`src/rtl/mem_cdb_wb_arbiter.sv`:
```
// Purpose: picks one writeback per cycle for the shared CDB port (ALU, queued MEM head, or MEM bypass).
// Latency: a granted beat is on cdb_* one cycle after selection; a colliding MEM beat waits in an in-order queue.
// Backpressure: none toward MEM; a full queue drops the new MEM beat and sets sticky overflow_o. STARVATION_GUARD_EN adds an age guard driving alu_stall_o.
module mem_cdb_wb_arbiter #(
    parameter int QDEPTH    = 4
`ifdef STARVATION_GUARD_EN
    ,
    parameter int AGE_LIMIT = 8
`endif
) (
    input  logic                       clk,
    input  logic                       rst,
    input  logic                       mem_valid_i,
    input  logic [2:0]                 mem_warpID_i,
    input  logic [4:0]                 mem_reg_addr_i,
    input  logic [7:0]                 mem_mask_i,
    input  logic [255:0]               mem_data_i,
    input  logic [31:0]                mem_Instr_i,
    input  logic                       alu_valid_i,
    input  logic [2:0]                 alu_warpID_i,
    input  logic [4:0]                 alu_reg_addr_i,
    input  logic [7:0]                 alu_mask_i,
    input  logic [255:0]               alu_data_i,
    input  logic [31:0]                alu_Instr_i,
    output logic                       cdb_valid_o,
    output logic                       cdb_src_mem_o,
    output logic [2:0]                 cdb_warpID_o,
    output logic [4:0]                 cdb_reg_addr_o,
    output logic [7:0]                 cdb_mask_o,
    output logic [255:0]               cdb_data_o,
    output logic [31:0]                cdb_Instr_o,
    output logic [$clog2(QDEPTH):0]    q_count_o,
    output logic                       overflow_o,
    output logic                       alu_stall_o
);

    localparam int PW = $clog2(QDEPTH);
    localparam int CW = PW + 1;

    // One writeback beat as carried on the CDB.
    typedef struct packed {
        logic [2:0]   warp;
        logic [4:0]   reg_addr;
        logic [7:0]   mask;
        logic [255:0] data;
        logic [31:0]  instr;
    } wb_t;

    // Queue state
    wb_t             r_q [0:QDEPTH-1];
    logic [PW-1:0]   r_rd_ptr;
    logic [PW-1:0]   r_wr_ptr;
    logic [CW-1:0]   r_count;

    // Output register
    wb_t             r_cdb;
    logic            r_cdb_valid;
    logic            r_cdb_src_mem;
    logic            r_overflow;

    // Arbitration wires
    wb_t             w_mem_in;
    wb_t             w_alu_in;
    wb_t             w_head;
    wb_t             w_sel;
    logic            w_q_empty;
    logic            w_q_full;
    logic            w_stall_prio;
    logic            w_alu_viol;
    logic            w_grant_alu;
    logic            w_grant_head;
    logic            w_grant_byp;
    logic            w_grant_any;
    logic            w_push;
    logic            w_pop;
    logic            w_drop;
    logic            w_do_push;

    assign w_mem_in  = '{warp: mem_warpID_i, reg_addr: mem_reg_addr_i, mask: mem_mask_i,
                         data: mem_data_i, instr: mem_Instr_i};
    assign w_alu_in  = '{warp: alu_warpID_i, reg_addr: alu_reg_addr_i, mask: alu_mask_i,
                         data: alu_data_i, instr: alu_Instr_i};
    assign w_head    = r_q[r_rd_ptr];
    assign w_q_empty = (r_count == '0);
    assign w_q_full  = (r_count == CW'(QDEPTH));

`ifdef STARVATION_GUARD_EN
    localparam int AW = $clog2(AGE_LIMIT + 1);

    logic [AW-1:0] r_age;
    logic          r_alu_stall;

    // Age of the waiting head; stall is raised one cycle after the age saturates and dropped after the pop.
    always_ff @(posedge clk) begin
        if (rst) begin
            r_age       <= '0;
            r_alu_stall <= 1'b0;
        end else if (w_pop || w_q_empty) begin
            r_age       <= '0;
            r_alu_stall <= 1'b0;
        end else begin
            if (r_age != AW'(AGE_LIMIT)) begin
                r_age <= r_age + AW'(1);
            end
            r_alu_stall <= (r_age == AW'(AGE_LIMIT));
        end
    end

    assign w_stall_prio = r_alu_stall;
    // An ALU beat during a stall was not supposed to be issued; it is lost.
    assign w_alu_viol   = r_alu_stall & alu_valid_i;
    assign alu_stall_o  = r_alu_stall;
`else
    assign w_stall_prio = 1'b0;
    assign w_alu_viol   = 1'b0;
    assign alu_stall_o  = 1'b0;
`endif

    // Grant selection: ALU first, then queued MEM head, then MEM bypass only into an empty queue.
    always_comb begin
        w_grant_alu  = 1'b0;
        w_grant_head = 1'b0;
        w_grant_byp  = 1'b0;
        if (w_stall_prio) begin
            if (!w_q_empty) begin
                w_grant_head = 1'b1;
            end else if (mem_valid_i) begin
                w_grant_byp = 1'b1;
            end
        end else if (alu_valid_i) begin
            w_grant_alu = 1'b1;
        end else if (!w_q_empty) begin
            w_grant_head = 1'b1;
        end else if (mem_valid_i) begin
            w_grant_byp = 1'b1;
        end
    end

    assign w_grant_any = w_grant_alu | w_grant_head | w_grant_byp;
    assign w_pop       = w_grant_head;
    // A MEM beat that did not bypass must be queued; it is lost only if no slot frees this cycle.
    assign w_push      = mem_valid_i & ~w_grant_byp;
    assign w_drop      = w_push & w_q_full & ~w_pop;
    assign w_do_push   = w_push & ~w_drop;

    // Payload mux feeding the output register.
    always_comb begin
        w_sel = w_alu_in;
        if (w_grant_head) begin
            w_sel = w_head;
        end else if (w_grant_byp) begin
            w_sel = w_mem_in;
        end
    end

    // Queue storage: tail write on an accepted push; payload needs no reset since pointers guard it.
    always_ff @(posedge clk) begin
        if (w_do_push) begin
            r_q[r_wr_ptr] <= w_mem_in;
        end
    end

    // Queue pointers and occupancy; pointers wrap naturally because QDEPTH is a power of two.
    always_ff @(posedge clk) begin
        if (rst) begin
            r_wr_ptr <= '0;
            r_rd_ptr <= '0;
            r_count  <= '0;
        end else begin
            if (w_do_push) begin
                r_wr_ptr <= r_wr_ptr + PW'(1);
            end
            if (w_pop) begin
                r_rd_ptr <= r_rd_ptr + PW'(1);
            end
            case ({w_do_push, w_pop})
                2'b10:   r_count <= r_count + CW'(1);
                2'b01:   r_count <= r_count - CW'(1);
                default: r_count <= r_count;
            endcase
        end
    end

    // CDB output register: strobe every cycle, payload only updated on a grant so it holds otherwise.
    always_ff @(posedge clk) begin
        if (rst) begin
            r_cdb_valid   <= 1'b0;
            r_cdb_src_mem <= 1'b0;
            r_cdb         <= '0;
        end else begin
            r_cdb_valid <= w_grant_any;
            if (w_grant_any) begin
                r_cdb         <= w_sel;
                r_cdb_src_mem <= w_grant_head | w_grant_byp;
            end
        end
    end

    // Sticky loss flag, cleared only by reset.
    always_ff @(posedge clk) begin
        if (rst) begin
            r_overflow <= 1'b0;
        end else if (w_drop || w_alu_viol) begin
            r_overflow <= 1'b1;
        end
    end

    assign cdb_valid_o    = r_cdb_valid;
    assign cdb_src_mem_o  = r_cdb_src_mem;
    assign cdb_warpID_o   = r_cdb.warp;
    assign cdb_reg_addr_o = r_cdb.reg_addr;
    assign cdb_mask_o     = r_cdb.mask;
    assign cdb_data_o     = r_cdb.data;
    assign cdb_Instr_o    = r_cdb.instr;
    assign q_count_o      = r_count;
    assign overflow_o     = r_overflow;

endmodule

```
`config.mk`:
```
export PLATFORM = sky130hd
export DESIGN_NAME = mem_cdb_wb_arbiter
export DESIGN_NICKNAME = d
export VERILOG_FILES = /design/src/rtl/mem_cdb_wb_arbiter.sv
export SDC_FILE = /design/constraint.sdc
export NUM_CORES = 2
export LEC_CHECK = 0
export ABC_AREA = 1
export CELL_PAD_IN_SITES_DETAIL_PLACEMENT = 1
export CELL_PAD_IN_SITES_GLOBAL_PLACEMENT = 1
export CORE_AREA = 2 2 380 382
export DETAILED_ROUTE_END_ITERATION = 12
export DIE_AREA = 0 0 382 384
export PLACE_DENSITY_LB_ADDON = 0.1
export SLEW_MARGIN = 20
export SYNTH_ARGS = -nofsm -noshare
export SYNTH_HDL_FRONTEND = slang
export SYNTH_SLANG_ARGS = --single-unit
```
`constraint.sdc`:
```
create_clock -name clk -period 48.8 [get_ports clk]
set_input_delay 9.76 -clock clk [delete_from_list [all_inputs] [get_ports clk]]
set_output_delay 9.76 -clock clk [all_outputs]
set_load 0.01 [all_outputs]
```
==> impl_results.md <==
* RSZ-0062 raised after global routing: false
* Post-Syn Instances at 6777
* CP Launch Type: input port
* Most frequent cells in the layout: nand2_1, edfxtp_1, clkdlybuf4s50_1
* Min-delay worst type: reg -> reg
* Die Footprint at 0.147 mm2
* CP Data Required Time at a little under 50 ns
* Power Density at 42.2 mW/mm2
* Hold violation count in the final report at 0
* Vias in the first global route at 53000
* Worst hold slack at 0.451 ns
* Crit-path max FO at 145
* Avg Inst Size Synth at about 9.6 um2
* # hold bufs at CTS at 0
* Final period util at between 20% and 30%
* CTS buffer count at 165
* Synthesized area at 0.0651 mm2
* Max incr delay on CP at 0.87 ns
* Design area at 0.0809 mm2
* Num rows at 139
* Worst clock skew at 0.0306 ns
* Worst skew pair latency at 0.79 ns
* DRC violations left at 0
* Placed cell areas at roughly 0.075 mm2
* Core area at 0.143 mm2
* Register bit count reported by yosys at 1532
* Least-Margin Pin Slew at ~1.1 ns
* First-pass GRT wire length at ~320000 um
* Area Overhead vs Synth at 24.4%
* Maximum number of pins on one net before global-route repair at 250
* Crit Path Category: in -> reg
* WL/cell at around 22 um
* DPL Wire Length at between 100000 and 150000 um
* CP Data Arrival Time at 13.71 ns
* Slew Limit Fails at 0
* Top_reg_cell synth: edfxtp_1
* PortBufs at 921
* Routed via count at 50800
* Clock-pin slew on the worst setup and hold paths at 0.06 ns
* Max Cap Violations at 0
* Top-area cell type share of the netlist area at a little under three fifths
* Synth area leader: edfxtp_1
* Leakage at 33.1 nW
* GPL Wtd Cong at 0.810
* Num ports at roughly 920
* Vias per std cell at 5.31
* WL met3 at 12800 um
* Max Fclk at 75.1 MHz
* Slew margin rel. at 24.1%
* Buffer and inverter count on the worst path at 5
* Worst Setup End Kind: flop
* Number of synthesized flops with an enable pin at 1216
* Period minus WS final at between 10 and 15 ns
* CTS tree: built
* Resized Gates After CTS at 0
* Number of DRC violations after detailed-routing iteration 0 at a little under 4000
* Overflow after GRT at 0
* CP max-delay cell: buf_4
* Final setup violation count at 0
* WL final at 213000 um
* Antenna-violating nets left at 0
* Fin nets at 8128
* Starting Density at a little under half
* Crit-path cells: clkdlybuf4s50_1, nand2_1, inv_1, a21oi_1, nand2_1, nor2_4, buf_12, buf_4, buf_4
* Die width at 382 um
* Met2 WL post-DR at approximately 110000 um
* Synth area leaders: edfxtp_1, nand2_1, dfxtp_1
* Worst path top cell family by delay: buffers and inverters
* Status: finished, final reports clean
* Max VDD drop at 0.0243 mV
* Synth Net Count at 7394
* Setup repair bufs after CTS at 0
* Most common cell after layout, fill and taps aside: nand2_1
* Met1 WL at 85500 um
* Setup TNS at 0 ns
* Sequential cell area fraction in the yosys report at 65.8%
* Height of the die at 384 um
* Async SR Flop Fraction at 0%
* Synth unique cells at 27
* Layout cells sized above 1 at around 4.0%
* Synth warnings at 0
* Initial antenna violation count at 33
* Clk sinks at ~1500
* H-tree depth at 4
* Gr usage total at around 28%
* DR pass1 iterations at 5
* CTS max path bufs at 3
* DR top layer: met5
* Root buf cell: clkbuf_16
[logic make-up after synthesis]
| group | synth area share (%) |
|---|---|
| adders and majority gates | 0.108 |
| buffers and inverters | 8.11 |
| other | 0.00576 |
| and+or+nand+nor | 18.1 |
| AOI/OAI and AO/OA | 7.89 |
| DFF | 65.8 |
[metrics by stage]
step	worst slack [ns]	cells	power, mW	util [%]
detailed placement	34.59	9245	2.14	52.7
global route	35.32	9568	3.54	56.7
finish	35.48	9571	3.41	56.7
global placement	34.59	9245	2.12	52.7
CTS	35.42	9555	3.44	56.6
floorplan	25.01	6777	1.89	-
[metal layers]
layer | up-vias | global-route usage [%]
li1 | 23600 | -
met1 | 25300 | 35.4
met2 | 1559 | 49.0
met3 | 394 | 5.01
met4 | 32 | 11.8
met5 | - | 0
[power breakdown]
part           switching, mW  leakage (nW)  internal [mW]
registers             0.0416          13.7           1.51
clock network          0.526          2.73          0.773
logic                  0.357          16.6          0.206
total                  0.924          33.1           2.49
[cell usage after synthesis, types with 2 or more instances]
| library cell | count |
|---|---|
| o21ai_1 | 107 |
| o22ai_1 | 281 |
| a21oi_1 | 25 |
| o211ai_1 | 23 |
| o21ai_0 | 505 |
| dfxtp_1 | 316 |
| buf_6 | 24 |
| nand3_1 | 331 |
| inv_1 | 874 |
| buf_1 | 19 |
| ha_1 | 4 |
| nand2_1 | 2352 |
| nor2_1 | 324 |
| buf_2 | 213 |
| buf_4 | 5 |
| edfxtp_1 | 1216 |
| nand4_1 | 2 |
| clkbuf_1 | 142 |
| inv_2 | 6 |
[sequential cells by signal (all words and copies together) (netlist names), 2 cells and up, named ones only]
register and count:
cdb_data_o 256, r_q 1216, cdb_warpID_o 3, cdb_mask_o 8, cdb_Instr_o 32, cdb_reg_addr_o 5
r_wr_ptr 2, q_count_o 3, r_rd_ptr 2
[worst min-delay path: stages (launching register included)]
cell,delay [ns]
dfxtp_1,0.29
inv_1,0.05
a21oi_1,0.07
[final timing paths]
path | startpoint | endpoint | slack [ns] | depth (start not counted)
worst min register to register | r_rd_ptr[1]$_SDFFE_PP0N_ | flop | 0.45 | 2
worst min-delay path | r_rd_ptr[1]$_SDFFE_PP0N_ | flop | 0.45 | 2
worst max-delay path | alu_valid_i | r_q[0][75]$_DFFE_PP_ | 35.48 | 9
worst max register to register | flop | cdb_data_o[110]$_SDFFE_PP0P_ | 44.34 | 9
[final cells by class]
type,count,area (um2)
Clock inverter,89,1020
Multi-Input combinational cell,3962,17000
Fill cell,15800,61800
Antenna cell,14,35.0
Timing Repair Buffer,970,9720
Inverter,880,3330
Sequential cell,1532,42800
Tap cell,1903,2380
Clock buffer,221,4600
Note: power is estimated with default switching activity, not from simulation.
